$ cat src/rtl/input_frame_loader.sv
// Packs a host stream of square 8-bit frames into the engine's input SRAM,
// terminates the batch with a sentinel, starts the engine and waits for it.
module input_frame_loader #(
    parameter int ADDR_W = 12,
    parameter int MAX_N  = 64,
    parameter int MIN_N  = 4
) (
    input  logic              clk,
    input  logic              reset,
    input  logic              frame_valid,
    input  logic [6:0]        frame_n,
    output logic              frame_ready,
    input  logic              pix_valid,
    input  logic [7:0]        pix_data,
    output logic              pix_ready,
    input  logic              batch_valid,
    output logic              batch_ready,
    output logic              input_sram_write_enable,
    output logic [ADDR_W-1:0] input_sram_write_addresss,
    output logic [15:0]       input_sram_write_data,
    output logic              dut_run,
    input  logic              dut_busy,
    output logic              load_err,
    output logic              batch_done
);

    localparam logic [2:0] S_IDLE    = 3'd0;
    localparam logic [2:0] S_PIX     = 3'd1;
    localparam logic [2:0] S_TERM    = 3'd2;
    localparam logic [2:0] S_KICK    = 3'd3;
    localparam logic [2:0] S_WAIT_HI = 3'd4;
    localparam logic [2:0] S_WAIT_LO = 3'd5;

    logic [2:0]        state_q, state_d;
    logic [ADDR_W-1:0] ptr_q, ptr_d;
    logic [12:0]       pix_cnt_q, pix_cnt_d;
    logic [7:0]        held_q, held_d;
    logic              has_frame_q, has_frame_d;
    logic              we_q, we_d;
    logic [ADDR_W-1:0] addr_q, addr_d;
    logic [15:0]       data_q, data_d;
    logic              run_q, run_d;
    logic              err_q, err_d;
    logic              done_q, done_d;

    logic [13:0] nn;
    logic        fits;
    logic        n_legal;
    logic        hdr_fire;
    logic        pix_fire;
    logic        batch_fire;

    // Handshake rule: a transfer happens on a rising edge where valid & ready are both high.
    // batch_ready yields to a simultaneous header so a frame is never lost to a batch end.
    assign frame_ready = (state_q == S_IDLE) & ~reset;
    assign batch_ready = (state_q == S_IDLE) & ~reset & ~frame_valid;
    assign pix_ready   = (state_q == S_PIX) & ~reset;

    assign hdr_fire   = frame_valid & frame_ready;
    assign pix_fire   = pix_valid & pix_ready;
    assign batch_fire = batch_valid & batch_ready;

    // The frame plus a following sentinel must still fit below the top of the SRAM.
    assign nn      = 14'(frame_n) * 14'(frame_n);
    assign fits    = (32'(ptr_q) + 32'(nn[13:1]) + 32'd2) <= (32'd1 << ADDR_W);
    assign n_legal = ~frame_n[0] && (frame_n >= 7'(MIN_N)) && (frame_n <= 7'(MAX_N)) && fits;

    always_comb begin
        state_d     = state_q;
        ptr_d       = ptr_q;
        pix_cnt_d   = pix_cnt_q;
        held_d      = held_q;
        has_frame_d = has_frame_q;
        we_d        = 1'b0;
        addr_d      = addr_q;
        data_d      = data_q;
        run_d       = 1'b0;
        err_d       = err_q;
        done_d      = 1'b0;

        case (state_q)
            S_IDLE: begin
                if (hdr_fire) begin
                    if (n_legal) begin
                        we_d        = 1'b1;
                        addr_d      = ptr_q;
                        data_d      = {9'b0, frame_n};
                        ptr_d       = ptr_q + 1'b1;
                        pix_cnt_d   = nn[12:0];
                        has_frame_d = 1'b1;
                        state_d     = S_PIX;
                    end else begin
                        err_d = 1'b1;
                    end
                end else if (batch_fire) begin
                    state_d = S_TERM;
                end
            end
            S_PIX: begin
                if (pix_fire) begin
                    // An even remaining count means this byte starts a new pair.
                    if (!pix_cnt_q[0]) begin
                        held_d = pix_data;
                    end else begin
                        we_d   = 1'b1;
                        addr_d = ptr_q;
                        data_d = {held_q, pix_data};
                        ptr_d  = ptr_q + 1'b1;
                    end
                    pix_cnt_d = pix_cnt_q - 1'b1;
                    if (pix_cnt_q == 13'd1) begin
                        state_d = S_IDLE;
                    end
                end
            end
            S_TERM: begin
                we_d   = 1'b1;
                addr_d = ptr_q;
                data_d = 16'h00FF;
                if (has_frame_q) begin
                    state_d = S_KICK;
                end else begin
                    done_d  = 1'b1;
                    err_d   = 1'b0;
                    ptr_d   = '0;
                    state_d = S_IDLE;
                end
            end
            S_KICK: begin
                run_d   = 1'b1;
                state_d = S_WAIT_HI;
            end
            S_WAIT_HI: begin
                if (dut_busy) begin
                    state_d = S_WAIT_LO;
                end
            end
            S_WAIT_LO: begin
                if (!dut_busy) begin
                    done_d      = 1'b1;
                    err_d       = 1'b0;
                    ptr_d       = '0;
                    has_frame_d = 1'b0;
                    state_d     = S_IDLE;
                end
            end
            default: begin
                state_d = S_IDLE;
            end
        endcase
    end

    always_ff @(posedge clk or posedge reset) begin
        if (reset) begin
            state_q     <= S_IDLE;
            ptr_q       <= '0;
            pix_cnt_q   <= '0;
            held_q      <= '0;
            has_frame_q <= 1'b0;
            we_q        <= 1'b0;
            addr_q      <= '0;
            data_q      <= '0;
            run_q       <= 1'b0;
            err_q       <= 1'b0;
            done_q      <= 1'b0;
        end else begin
            state_q     <= state_d;
            ptr_q       <= ptr_d;
            pix_cnt_q   <= pix_cnt_d;
            held_q      <= held_d;
            has_frame_q <= has_frame_d;
            we_q        <= we_d;
            addr_q      <= addr_d;
            data_q      <= data_d;
            run_q       <= run_d;
            err_q       <= err_d;
            done_q      <= done_d;
        end
    end

    assign input_sram_write_enable   = we_q;
    assign input_sram_write_addresss = addr_q;
    assign input_sram_write_data     = data_q;
    assign dut_run                   = run_q;
    assign load_err                  = err_q;
    assign batch_done                = done_q;

endmodule
$ cat config.mk
export PLATFORM = sky130hd
export DESIGN_NAME = input_frame_loader
export DESIGN_NICKNAME = d
export VERILOG_FILES = /design/src/rtl/input_frame_loader.sv
export SDC_FILE = /design/constraint.sdc
export NUM_CORES = 1
export LEC_CHECK = 0
export BUFFER_PORTS_ARGS = -buffer_cell sky130_fd_sc_hd__buf_2
export CAP_MARGIN = 20
export CELL_PAD_IN_SITES_DETAIL_PLACEMENT = 1
export CELL_PAD_IN_SITES_GLOBAL_PLACEMENT = 1
export CORE_MARGIN = 1.5
export CORE_UTILIZATION = 35
export DETAILED_ROUTE_END_ITERATION = 10
export HOLD_SLACK_MARGIN = 0.02
export PLACE_DENSITY = 0.66
export SYNTH_ARGS = -nofsm -noshare
export SYNTH_HDL_FRONTEND = slang
export SYNTH_SLANG_ARGS = --single-unit
export TNS_END_PERCENT = 50
$ cat constraint.sdc
create_clock -name clk -period 5.32 [get_ports clk]
set_input_delay 0.266 -clock clk [delete_from_list [all_inputs] [get_ports clk]]
set_output_delay 0.266 -clock clk [all_outputs]
set_load 0.1 [all_outputs]
==> impl_results.md, run 1 <==
- Wire length per cell: 18.8 µm
- Worst setup path class: input pin to flop
- TritonCTS clock tree: done
- GRT Total Usage: 22.4%
- Finished Layout Cells: 916
- Antenna violations before repair: 0
- Critical Path AT: 6.26 ns
- Fmax: 0.166 GHz
- CTS Hold Bufs: 0
- DRC violations left: 7
- Final Core Density: 51.7%
- Unrepaired setup endpoints after global routing: true
- H-tree Lvls: 3
- Ant. Diodes: 0
- Final-report max-slew violation count: 0
- Die area: 15800 µm²
- Endpoints failing setup: 57
- Remaining global-route overflow: 0
- Worst-margin pin slew: 0.670 ns
- Sum Neg Setup Slack: -33.76 ns
- Failing checks: design-rule violations, negative setup slack
- Drt via density: 5.39
- Initial Util: 36.1%
- Area grow syn2layout: 43.5%
- Endpoint type of the worst setup path: flop
- Clk Latency, worst-skew pair: 0.34 ns
- RePlAce Congestion: 0.836
- Final period util: 113%
- Layout Nets: 813
- Vias in the first global route: 5414
- Post-Syn Area: 5280 µm²
- Hold Fails Final Rpt: 0
- Async SR Flop Fraction: 100%
- CP Launch Type: input pin
- Die H: 126 µm
- Vias: 4935
- Fin worst setup slack: -0.718 ns
- First-pass iteration count of the detailed router: 8
- Cells after Synth: 574
- Final WL: 17.2 mm
- Final Skew: 0.0105 ns
- Deepest clock path buffer count: 2
- CTS root buffer: clkbuf_16
- # rows: 44
- Hold slack: 0.0995 ns
- Main synth FF type: dfrtp_1
- CTS buffer count: 9
- Placeable Area: 14600 µm²
- Die Wd: 126 µm
- Pwr dens: 567 nW/µm²
- CP Data Required Time: 5.55 ns
- Sink Count: 69
- Routed length on met3: 512 µm
- Max-cap viol count: 0
- # IOs: 56
- First-pass GRT wire length: 28.3 mm
- Detailed placement HPWL: 12.3 mm
- Metal1 wirelength: 7.65 mm
- Crit path time final: 6.04 ns
- Pleak: 3.61 nW
- Maximum VDD drop: 0.237 mV
- Synth Warn #: 0
- Dpl cells: 880
- Synth cell types: 66
- Placed inst area: 6460 µm²
- Post-synthesis sequential area ratio: 32.7%
- Slew margin rel.: 55.3%
- Final instance area: 7580 µm²
- Worst min-delay path category: input pin to async pin
- Mean Syn Cell Area: 9.20 µm²
- Metal2 WL: 8.68 mm
- Largest net degree at the start of global routing: 39
- Syn Nets: 660
- Worst path max stage delay: 0.53 ns
- DRT iter0 DRCs: 305
- EDFF count, synth: 0
- Share of cells above drive strength 1: 41.1%
- Crit Path Max Fanout: 8
- Status: finished with violations
- Post-DRT Antenna Nets: 0
- Worst-path clk slew: 0.06 ns
- Slowest cell on the critical path: fa_1
- Max Used Layer: met4
- Yosys reg bits: 69
- Port-buffer cells: 55
==> through the flow <==
stage	power [mW]	setup WS (ns)
global route	4.54	-0.897
detailed placement	3.23	-1.52
floorplan	2.54	-1.06
global placement	3.14	-1.31
finish	4.29	-0.718
CTS	4.11	-0.743
==> area by class of cell <==
| class | count | area, µm² |
|---|---|---|
| well taps | 184 | 230 |
| inverters | 38 | 169 |
| clock buffers | 10 | 239 |
| repair inverters | 1 | 8.76 |
| multi-input cells | 444 | 3930 |
| clock inverters | 6 | 71.3 |
| fillers | 1639 | 7070 |
| flip-flops and latches | 69 | 1730 |
| repair buffers | 164 | 1200 |
==> registers in the layout, indices dropped and copies added (netlist names) <==
| signal | flops |
|---|---|
| has_frame_q | 1 |
| batch_done | 1 |
| load_err | 1 |
| held_q | 8 |
| dut_run | 1 |
| ptr_q | 12 |
| input_sram_write_addresss | 12 |
| state_q | 3 |
| input_sram_write_enable | 1 |
| input_sram_write_data | 16 |
| pix_cnt_q | 13 |
==> power breakdown <==
group	leakage (nW)	total, mW	internal (mW)	switching (mW)
Combinational	2.59	2.79	1.08	1.71
Clock	0.145	0.628	0.379	0.249
Sequential	0.880	0.876	0.704	0.172
==> cell usage after synthesis, drive strengths merged, types with 4 or more instances <==
library cell  count  share of area, %
and3             10               1.2
clkbuf           20               1.4
nand2            46               3.3
inv              38               2.7
or2               6              0.71
o21ai            46               4.4
a22o             10               1.7
dfrtp            69                33
and2             13               1.6
nor2b             8              0.95
ha               51                12
or3               6              0.71
a21oi            38               3.6
nand2b            8              0.95
a211oi            4              0.76
fa               14               5.3
xnor2            12               2.0
o22ai             8              0.95
xor2              9               1.5
nor2             52               3.9
nand3            11               1.0
mux2             27               5.9
o21a              7               1.0
nor3              9              0.95
nor4              4              0.47
==> layout by cell type, fill, tap and decap left out, types with 7 or more instances in the layout <==
master     count
o21ai_1       12
clkbuf_16      9
mux2_4        17
buf_2         49
nand2_1       43
o21ai_0       25
fa_1          14
inv_1         30
xnor2_1        7
and3_1         9
dfrtp_1       69
o22ai_1        8
and2_1        11
a22o_1        10
nor3_1         7
buf_4         96
ha_1          36
o21ai_2        7
buf_6         14
nand2b_1       8
nor2_1        44
a21oi_1       30
ha_4          14
mux2_2        10
nand3_1        8
==> path summary, 6_finish.rpt <==
kind	from	to	slack, ns	cells after the start
min	reset	state_q[2]	0.1	2
max	frame_n[6]	input_sram_write_data[11]	-0.72	33
min in group clk	pix_data[2]	held_q[2]	0.19	2
max in group asynchronous	reset	pix_cnt_q[11]	4.24	3
max reg2reg	ptr_q[2]	input_sram_write_data[11]	1.18	16
min reg2reg	input_sram_write_data[9]	input_sram_write_data[9]	0.49	1
==> logic make-up (layout without fill, tap and decap cells) <==
| group | Yosys count | count (layout) | synth area share [%] |
|---|---|---|---|
| flops | 69 | 69 | 32.7 |
| buf+inv | 61 | 219 | 4.76 |
| mux | 30 | 30 | 6.47 |
| compound gates | 145 | 145 | 17.9 |
| simple gates | 183 | 183 | 17.3 |
| xor+xnor | 21 | 21 | 3.48 |
| fa+ha+maj | 65 | 65 | 17.4 |
==> worst max-delay path, delay by kind of cell <==
kind | cells | cell delay (ns)
compound gates | 8 | 1.26
xor+xnor | 2 | 0.40
fa+ha+maj | 7 | 2.59
buf+inv | 10 | 1.02
simple gates | 6 | 0.71
==> repair_timing <==
action / 4_1_cts / 5_1_grt
setup buffers: 14 / 7
setup endpoints to repair: 57 / 57
cloned: 2 / 0
resized for setup: 103 / 37
pin swaps: 46 / 31
==> routing by layer <==
layer	up-vias	global-route usage (%)
met5	-	0
met1	2473	28.8
met2	98	38.8
met4	0	7.10
li1	2335	-
met3	29	3.48
Note: power is estimated with default switching activity, not from simulation.
==> run 2: changes to the inputs <==
- clock period: 5.32 -> 5.92 ns (I/O delays scaled with it)
==> run 2 against run 1 <==
  * The flow still finishes with violations (design-rule violations, negative setup slack)
  * Non-clock buffer count shrank 9
  * Combinational power shrank 13%
  * Die area is the same
  * Setup slack gained 0.61 ns
  * Total power shrank 12%
  * Critical endpoint is now input_sram_write_addresss[1]
==> impl_results.md, run 2 (synthesis results as in run 1) <==
- Hold slack: 0.126 ns (+0.0261 ns)
- Fin worst setup slack: -0.103 ns (+0.615 ns)
- Ant. Diodes: 0 (unchanged)
- Largest net degree at the start of global routing: 39 (unchanged)
- Critical Path Source: frame_n[6]
- Die H: 126 µm (unchanged)
- Sink Count: 69 (unchanged)
- GRT Total Usage: 21.6% (-0.82 points)
- Final Skew: 0.0114 ns (+0.000831 ns)
- Critical Path AT: 6.25 ns (about the same)
- Drt via density: 5.39 (about the same)
- First-pass GRT wire length: 27.4 mm (-3.1%)
- DRT iter0 DRCs: 306 (+0.33%)
- Fmax: 0.166 GHz
- Sum Neg Setup Slack: -1.26 ns (+32.50 ns)
- Final period util: 102%
- Worst R2R Start: ptr_q[2]
- Vias in the first global route: 5281 (-2.5%)
- Hold Fails Final Rpt: 0 (unchanged)
- Worst-path clk slew: 0.06 ns (about the same)
- RePlAce Congestion: 0.846 (+1.3%)
- Max-cap viol count: 0 (unchanged)
- Crit path time final: 6.02 ns
- Worst min-delay path category: input pin to async pin
- # IOs: 56 (unchanged)
- Crit Path Max Fanout: 4 (-4)
- CP Data Required Time: 6.14 ns (+0.59 ns)
- Share of cells above drive strength 1: 39.1% (-2.0 points)
- Maximum VDD drop: 0.234 mV (-1.4%)
- Max reg flops: 16 (unchanged)
- Pleak: 3.55 nW (-1.6%)
- DRC violations left: 1 (-6)
- Commonest non-fill, non-tap cells in the layout: buf_4 (91), dfrtp_1 (69), buf_2 (48)
- Port-buffer cells: 55 (unchanged)
- Die area: 15800 µm² (unchanged)
- Final instance area: 7390 µm² (-2.4%)
- TritonCTS clock tree: done
- Unrepaired setup endpoints after global routing: true
- Status: finished with violations
- Final-report max-slew violation count: 0 (unchanged)
- Area grow syn2layout: 40.0%
- NetSw: 1.88 mW (-12%)
- Endpoint type of the worst setup path: flop
- Combinational share of power: 64.2% (-0.8 points)
- CTS buffer count: 9 (unchanged)
- Reg2reg path depth: 17 (+1)
- Post-DRT Antenna Nets: 0 (unchanged)
- Placeable Area: 14600 µm² (unchanged)
- Pwr dens: 512 nW/µm² (-9.6%)
- Most common cell after layout, fill and taps aside: buf_4
- # rows: 44 (unchanged)
- Failing checks: design-rule violations, negative setup slack
- Worst-margin pin slew: 0.671 ns (+0.00105 ns)
- Int Pwr: 1.91 mW (-12%)
- Sw Share: 49.6% (-0.071 points)
- Seq pwr share: 20.9% (+0.5 points)
- Die Wd: 126 µm (unchanged)
- Vias: 4892 (-0.87%)
- Layout Nets: 805 (-0.98%)
- Wire length per cell: 18.5 µm (-1.4%)
- Worst path max stage delay: 0.52 ns (about the same)
- Antenna violations before repair: 0 (unchanged)
- H-tree Lvls: 3 (unchanged)
- CTS root buffer: clkbuf_16
- Endpoints failing setup: 26 (-54%)
- CP Launch Type: input pin
- Final WL: 16.8 mm (-2.2%)
- Post-place setup slack: -0.962 ns (+0.563 ns)
- Detailed placement HPWL: 12.2 mm (-0.95%)
- Remaining global-route overflow: 0 (unchanged)
- First-pass iteration count of the detailed router: 9 (+1)
- Slew margin rel.: 55.2% (-0.070 points)
- Deepest clock path buffer count: 2 (unchanged)
- Initial Util: 36.1% (unchanged)
- Placed inst area: 6430 µm² (-0.46%)
- Clock network power share: 14.9% (+0.3 points)
- Slowest cell on the critical path: or4b_4
- Worst setup path class: input pin to flop
- Clk Latency, worst-skew pair: 0.34 ns (about the same)
- PnR Total Power: 3.79 mW (-12%)
==> run 2: layout make-up <==
type	count	area, µm²
Timing Repair inverter	2	25.0
Multi-Input combinational cell	444	3810
Tap cell	184	230
Inverter	38	165
Fill cell	1667	7250
Clock buffer	10	239
Timing Repair Buffer	155	1120
Sequential cell	69	1730
Clock inverter	6	71.3
==> run 2: worst max-delay path: cells and delay by family <==
family / cells / cell delay, ns
buffers and inverters: 6 / 0.46
AOI/OAI and AO/OA: 7 / 1.32
and+or+nand+nor: 6 / 1.13
adders and majority gates: 7 / 2.43
xor gates and xnor gates: 2 / 0.27
muxes: 1 / 0.32
==> run 2: path summary, 6_finish.rpt <==
| check | end | slack, ns |
|---|---|---|
| max reg2reg | input_sram_write_data[11] | 1.72 |
| min in group clk | held_q[4] | 0.22 |
| max | input_sram_write_addresss[1] | -0.10 |
| max in group asynchronous | pix_cnt_q[4] | 4.80 |
| min | input_sram_write_addresss[0] | 0.13 |
| min reg2reg | input_sram_write_data[8] | 0.49 |
==> run 2: what timing repair did <==
action                                  in CTS  in global routing
endpoints found under the setup margin      57                 57
cloned                                       2                  0
pin swaps                                   34                 11
hold endpoints to repair                     0                  0
resized for setup                           74                 44
setup buffers                               10                  7
hold buffers                                 0                  0
==> run 2: stage by stage <==
stage,utilization [%],cells
finish,50.5,908
global route,50.5,908
CTS,49.2,901
detailed placement,43.9,876
global placement,43.9,876
floorplan,-,574
==> run 2: power by group through the flow <==
| stage | Clock [mW] | Sequential [mW] | Combinational [mW] |
|---|---|---|---|
| 2_1_floorplan | 0 | 1.24 | 1.04 |
| 3_3_place_gp | 0 | 0.778 | 2.03 |
| 3_5_place_dp | 0 | 0.789 | 2.10 |
| 4_1_cts | 0.569 | 0.786 | 2.33 |
| 5_1_grt | 0.587 | 0.814 | 2.61 |
| 6_report | 0.563 | 0.792 | 2.43 |
==> run 2: routing by layer <==
metal / vias to the layer above / track usage [%] / routed length, µm
met2: 91 / 37.9 / 8570
li1: 2317 / - / -
met1: 2466 / 27.8 / 7560
met5: - / 0 / 0
met3: 18 / 3.14 / 467
met4: 0 / 5.95 / 248
